==> config.mk <==
export PLATFORM = sky130hd
export DESIGN_NAME = tbl_loader
export DESIGN_NICKNAME = d
export VERILOG_FILES = /design/src/rtl/tbl_loader.sv
export SDC_FILE = /design/constraint.sdc
export NUM_CORES = 1
export LEC_CHECK = 0
export BUFFER_PORTS_ARGS = -buffer_cell sky130_fd_sc_hd__buf_4
export CORE_AREA = 3 3 172 174
export CTS_CLUSTER_DIAMETER = 30
export DETAILED_ROUTE_END_ITERATION = 10
export DIE_AREA = 0 0 175 177
export GPL_ROUTABILITY_DRIVEN = 0
export PLACE_DENSITY = 0.5
export RECOVER_POWER = 50
export SYNTH_ARGS = -nofsm -noshare
export SYNTH_HDL_FRONTEND = slang
export SYNTH_SLANG_ARGS = --single-unit
==> constraint.sdc <==
create_clock -name clk -period 4.82 [get_ports clk]
set_input_delay 0.241 -clock clk [delete_from_list [all_inputs] [get_ports clk]]
set_output_delay 0.241 -clock clk [all_outputs]
set_load 0.01 [all_outputs]
==> src/rtl/tbl_loader.sv <==
// tbl_loader: streams entries into the 256x68 seed table and arbitrates its port with 1-cycle lookups.
//   Ports: clk/rst (sync, active-high); ld_start/ld_base/ld_count begin a load;
//   ld_valid/ld_data/ld_ready carry load beats; ld_busy/ld_done/ld_err report status;
//   lk_valid/lk_A/lk_xtra/lk_ready issue lookups; rs_valid/rs_data return them one cycle later;
//   tbl_A/tbl_B/tbl_xtra/tbl_is_read/tbl_is_write/tbl_res drive the shared table port.
//   Optional macro TBL_LOAD_CKSUM_EN adds ld_cksum (16-bit running fold of loaded words).
module tbl_loader #(
  parameter int DW = 68,
  parameter int IW = 8
) (
  input  logic          clk,
  input  logic          rst,
  input  logic          ld_start,
  input  logic [IW-1:0] ld_base,
  input  logic [IW:0]   ld_count,
  input  logic          ld_valid,
  input  logic [DW-1:0] ld_data,
  output logic          ld_ready,
  output logic          ld_busy,
  output logic          ld_done,
  output logic          ld_err,
  input  logic          lk_valid,
  input  logic [DW-1:0] lk_A,
  input  logic [1:0]    lk_xtra,
  output logic          lk_ready,
  output logic          rs_valid,
  output logic [DW-1:0] rs_data,
  output logic [DW-1:0] tbl_A,
  output logic [DW-1:0] tbl_B,
  output logic [1:0]    tbl_xtra,
  output logic          tbl_is_read,
  output logic          tbl_is_write,
`ifdef TBL_LOAD_CKSUM_EN
  output logic [15:0]   ld_cksum,
`endif
  input  logic [DW-1:0] tbl_res
);
  typedef enum logic [1:0] {IDLE, LOAD, DONE} state_t;
  state_t        r_state, w_next;
  logic [IW-1:0] r_idx;
  logic [IW:0]   r_rem;
  logic          r_err;
  logic          w_cnt_ok, w_go, w_rd, w_wr;
  // legal count is 1..2**IW: nonzero, and if the top bit is set nothing else may be
  assign w_cnt_ok = (ld_count != '0) && !(ld_count[IW] && |ld_count[IW-1:0]);
  assign w_go     = (r_state == IDLE) && ld_start && w_cnt_ok;
  always_comb begin
    w_next       = r_state;
    ld_ready     = 1'b0;
    lk_ready     = 1'b0;
    ld_busy      = r_state != IDLE;
    ld_done      = r_state == DONE;
    w_rd         = 1'b0;
    w_wr         = 1'b0;
    tbl_A        = '0;
    tbl_B        = '0;
    tbl_xtra     = '0;
    if (r_state == IDLE) begin
      lk_ready = 1'b1;
      w_rd     = lk_valid;
      w_next   = w_go ? LOAD : IDLE;
    end else if (r_state == LOAD) begin
      ld_ready = 1'b1;
      w_wr     = ld_valid;
      w_next   = (ld_valid && r_rem == 1) ? DONE : LOAD;
    end else begin
      w_next = IDLE;
    end
    tbl_A        = w_wr ? ld_data : w_rd ? lk_A : '0;
    tbl_B        = w_wr ? DW'(r_idx) << 46 : '0;
    tbl_xtra     = w_rd ? lk_xtra : 2'b0;
    tbl_is_read  = w_rd;
    tbl_is_write = w_wr;
  end
  assign ld_err = r_err;
  always_ff @(posedge clk) begin
    if (rst) begin
      r_state  <= IDLE;
      r_idx    <= '0;
      r_rem    <= '0;
      r_err    <= 1'b0;
      rs_valid <= 1'b0;
      rs_data  <= '0;
    end else begin
      r_state  <= w_next;
      r_err    <= (r_state == IDLE) && ld_start && !w_cnt_ok;
      rs_valid <= w_rd;
      if (w_rd) rs_data <= tbl_res;
      if (w_go) begin
        r_idx <= ld_base;
        r_rem <= ld_count;
      end else if (w_wr) begin
        r_idx <= r_idx + 1'b1;
        r_rem <= r_rem - 1'b1;
      end
    end
  end
`ifdef TBL_LOAD_CKSUM_EN
  logic [15:0] r_cksum;
  always_ff @(posedge clk) begin
    if (rst) r_cksum <= '0;
    else if (w_go) r_cksum <= '0;
    else if (w_wr) r_cksum <= {r_cksum[14:0], r_cksum[15]} ^ ld_data[15:0] ^ ld_data[31:16]
                              ^ ld_data[47:32] ^ ld_data[63:48] ^ {12'b0, ld_data[67:64]};
  end
  assign ld_cksum = r_cksum;
`endif
endmodule

Yosys cells after proc, flatten, opt, wreduce, memory -nomap -nowiden
Cells that the tools add are included.
{"block": "word_totals", "register_bits": 89, "output_inout_bits": 214}
{"block": "classes", "n_addsub": 2, "eq_ne": 3, "muxes": 18, "reduce_logical": 13}
{"operator": "68-bit 2-to-1 mux", "n": 2}
{"operator": "54-bit 2-to-1 mux", "n": 1}
{"operator": "9-bit 2-to-1 mux", "n": 2}
{"operator": "8-bit 2-to-1 mux", "n": 2}
{"operator": "9-bit by 1-bit == test with 1-bit output (second input constant)", "n": 1}
{"operator": "9-bit nonzero test", "n": 1}
{"operator": "9-bit by 1-bit subtractor with 9-bit output (second input constant)", "n": 1}
{"operator": "8-bit by 1-bit adder with 8-bit output (second input constant)", "n": 1}
{"operator": "2-bit 2-to-1 mux", "n": 4}
{"operator": "8-bit OR reduction", "n": 1}
{"operator": "1-bit 2-to-1 mux", "n": 7}
{"operator": "1-bit logical AND", "n": 6}
{"operator": "2-bit nonzero test", "n": 2}
{"operator": "2-bit by 1-bit == test with 1-bit output (second input constant)", "n": 1}
{"operator": "2-bit == test (second input constant)", "n": 1}
{"operator": "1-bit zero test", "n": 2}
{"operator": "2-bit zero test", "n": 1}

Depth between registers and ports, before layout
{"block": "logic_depth", "ltp_word": 7, "ltp_mapped": 7, "ltp_nobuf": 6}

Least setup slack after synthesis
OpenSTA, ideal clock, no wires.
{"block": "synth_path", "path_type": "input-to-reg", "start": "input ld_count[6]", "end": "register r_idx[0]", "setup_time_ns": 0.086, "t_arrival_ns": 1.552, "slack_ns": 3.182, "cell_stages": 6, "path_buffers": 1, "cell_sequence": "nor4_1 and2_2 mux2i_4 buf_2 nor2_1 a211oi_1"}
{"block": "synth_via", "elab_chain_cells": 6}
{"item": "from (decl)", "line_no": "15", "text": "input logic [IW:0] ld_count,"}
{"item": "8-bit OR reduction", "line_no": "45", "text": "assign w_cnt_ok = (ld_count != '0) && !(ld_count[IW] && |ld_count[IW-1:0]);"}
{"item": "1-bit logical AND", "line_no": "45"}
{"item": "1-bit zero test", "line_no": "45"}
{"item": "1-bit logical AND (*)", "line_no": "45"}
{"item": "1-bit logical AND (*)", "line_no": "46", "text": "assign w_go = (r_state == IDLE) && ld_start && w_cnt_ok;"}
{"item": "8-bit 2-to-1 mux / 2-bit nonzero test (equally long branches)"}
{"item": "to (signal assigned)", "line_no": "90", "text": "r_idx <= ld_base;"}
{"item": "to (signal assigned)", "line_no": "93", "text": "r_idx <= r_idx + 1'b1;"}
{"item": "to (decl)", "line_no": "40", "text": "logic [IW-1:0] r_idx;"}
Mark *: on every way between the ends. The rest lies on a longest branch, timed or not.
A chain may end at the register's enable or synchronous reset.

Worst setup path in the final report
{"block": "layout_path", "start": "input ld_count[6]", "end": "register r_idx[5]"}
The elaborated chain is that of the path after synthesis.

==> flow_metrics.py <==
metrics = {
    "status": {
        "status": "complete, but fails checks",
        "violations": "max-capacitance violations, max-slew violations",
    },
    "sta": {
        "finalSetupViolCount": 0,
        "tightest_slew_ns": 2.18,
        "relSlewSlack_pct": -49.2,
        "clock.fmax_ghz": 0.335,
        "min_period_over_period_pct": 62.0,
        "slew_viol_final": 29,
        "fin_crit_ns": 2.99,
        "fin_skew_ns": 0.00502,
        "rsz0062_at_grt": "no",
        "tns_ns": 0,
        "hold_viol_final": 0,
    },
    "clock_tree": {
        "cts_tree": "done",
        "insertion_delay_ns": 0.34,
        "cts-root-buf": "clkbuf_16",
        "cts_hold_buf": 0,
        "postCtsSetupBuffers": 0,
        "clock_tree.buffer_depth": 2,
        "cts.sinks": 89,
        "cts_max_level": 3,
        "numCtsBuffers": 9,
        "clk_pin_slew_ns": 0.07,
        "ctsResizeCount": 0,
    },
    "floorplan": {
        "die_width_um": 175,
        "core-area_um2": 27900,
        "ioPinCount": 442,
        "die_y_um": 177,
        "start_util_pct": 16.5,
        "dieArea_um2": 31000,
        "rows": 61,
    },
    "place": {
        "hpwl_um": 16900,
        "dp_cells": 1298,
        "port-buffer-count": 381,
    },
    "final_layout": {
        "nFillCells": 3184,
        "nets": 1162,
        "utilization_pct": 27.2,
        "syn_to_final_growth_pct": 64.6,
        "final_cells": 1314,
        "insertedDiodeCount": 0,
        "drive_gt1_share_pct": 35.3,
    },
    "hold_path": {
        "hold_path.class": "in2reg",
        "min-delay-start": "tbl_res[52]",
    },
    "power": {
        "p_per_area_nw_per_um2": 283,
        "leakagePower_nw": 3.47,
        "vdd_drop_max_mv": 0.127,
    },
    "global_route": {
        "antenna_found_initial": 0,
        "grt_max_degree": 90,
        "grt.overflow.total": 0,
        "grtUsageTotal_pct": 12.8,
        "grt_pass1_vias": 4893,
        "grt_pass1_wl_um": 30500,
    },
    "logic_synthesis": {
        "synthTopCellsByCount": "nand2_1, dfxtp_1, a21oi_1",
        "synth_top_cell_area_share_pct": 38.6,
        "yosys-top-cells-area": "dfxtp_1, a22o_1, nand2_1",
        "synth-edff-count": 0,
        "yosysTopAreaCell": "dfxtp_1",
        "syn_area_um2": 4610,
        "avgSynthCellArea_um2": 7.94,
        "ys_ff_latch": 89,
        "ys_seq_area_share_pct": 38.6,
        "yosysMostFrequentCell": "nand2_1",
        "synth_cells": 581,
        "async_reset_ff_share_pct": 0,
        "synth_top_flop_cell": "dfxtp_1",
        "ys_types": 40,
        "yosys_warnings": 0,
    },
    "drt": {
        "ant_nets": 0,
        "routed_wl_um": 21600,
        "drt-initial-drc-count": 206,
        "dr.pass1.iters": 5,
        "routedWlPerCell_um": 16.5,
        "drcViolationCount": 0,
        "vias": 5207,
        "viasPerCell": 3.96,
    },
    "setup_path": {
        "reg2reg_from": "r_state[1]",
        "cp.required_ns": 5.00,
        "crit_start": "ld_count[6]",
        "crit_chain": "clkbuf_1 > nor4_1 > and2_0 > mux2i_1 > o32a_1 > a21oi_1",
        "path_buf_inv": 1,
        "worstSetupEndpointType": "register",
        "worstPathArrival_ns": 3.17,
        "crit_family": "multiplexers",
        "crit_fanout": 28,
        "max_stage_delay_ns": 1.70,
        "crit_type": "in2reg",
        "start_kind": "input port",
        "cp_slowest_cell": "mux2i_1",
    },
    "run": {
        "maxCapViolations": 1,
    },
}
layout by cell type, fill, tap and decap left out, drive strengths merged:
master	Yosys	layout
mux2i	3	3
ha	3	3
xnor2	4	4
nand2	147	147
a211oi	11	11
a21oi	72	72
and2	9	9
nor3b	1	1
xor2	6	6
or3	3	3
clkinv	0	2
o211ai	4	4
clkbuf	23	86
buf	81	308
o21a	1	1
and3b	1	1
inv	6	7
and3	3	3
nor4	2	2
a22o	68	68
bufinv	0	2
o32a	1	1
o31ai	1	1
or3b	1	1
or4	2	2
clkinvlp	0	1
a31oi	3	3
dfxtp	89	89
nor2	20	20
nor3	3	3
conb	1	60
a2bb2oi	1	1
and2b	2	2
nand4	4	4
nand3	5	5
worst min-delay path: cells and delay by family:
family / cells / cell delay (ns)
buffers and inverters: 1 / 0.11
AND/OR/NAND/NOR: 1 / 0.04
AO/OA/AOI/OAI: 1 / 0.05
state kept, by name, indices dropped and copies added, names as in the netlist:
signal / flops
r_rem: 9
ld_err: 1
rs_valid: 1
r_idx: 8
r_state: 2
rs_data: 68
cells by family after synthesis:
| group | Yosys count | share of synthesized area, % |
|---|---|---|
| xor gates and xnor gates | 10 | 1.90 |
| adders and majority gates | 3 | 0.814 |
| DFF | 89 | 38.6 |
| and+or+nand+nor | 203 | 18.9 |
| AOI/OAI and AO/OA | 162 | 24.4 |
| other | 1 | 0.0813 |
| buffers and inverters | 110 | 14.4 |
| muxes | 3 | 0.922 |
final cells by class:
| class | count | area [um2] | area share (%) |
|---|---|---|---|
| multi-input combinational | 441 | 2370 | 31.3 |
| timing repair buffer | 384 | 2610 | 34.4 |
| inverter | 6 | 25.0 | 0.330 |
| clock buffer | 10 | 239 | 3.15 |
| clock inverter | 6 | 90.1 | 1.19 |
| tap | 378 | 473 | 6.23 |
| sequential | 89 | 1780 | 23.5 |
path summary, 6_finish.rpt:
check | end | slack [ns] | depth (start not counted)
setup / recovery | r_idx[5] | 1.83 | 6
hold / removal | rs_data[52] | 0.14 | 3
setup reg to reg | r_idx[5] | 1.85 | 5
hold reg to reg | rs_data[10] | 0.45 | 2
stage by stage:
step / worst slack, ns / power, mW / hold slack [ns] / cell area, um2
after floorplan: 3.18 / 1.12 / 0.377 / 4840
after global placement: 2.49 / 1.42 / 0.443 / 7570
after detailed placement: 2.41 / 1.42 / 0.447 / 7570
after CTS: 2.03 / 2.24 / 0.120 / 7900
after global routing: 1.44 / 2.27 / 0.127 / 7590
final: 1.83 / 2.15 / 0.141 / 7590
layer usage:
| metal | global-route usage, % | wire [um] |
|---|---|---|
| met1 | 17.6 | 10100 |
| met2 | 20.7 | 10100 |
| met3 | 3.26 | 1340 |
| met4 | 1.96 | 176 |
| met5 | 0 | 0 |
report_power, final:
| group | leakage (nW) | internal, mW | switching [mW] |
|---|---|---|---|
| Sequential | 0.732 | 0.784 | 0.0292 |
| Clock | 0.159 | 0.471 | 0.311 |
| Combinational | 2.57 | 0.273 | 0.281 |
Power figures use the tool's default switching activity.
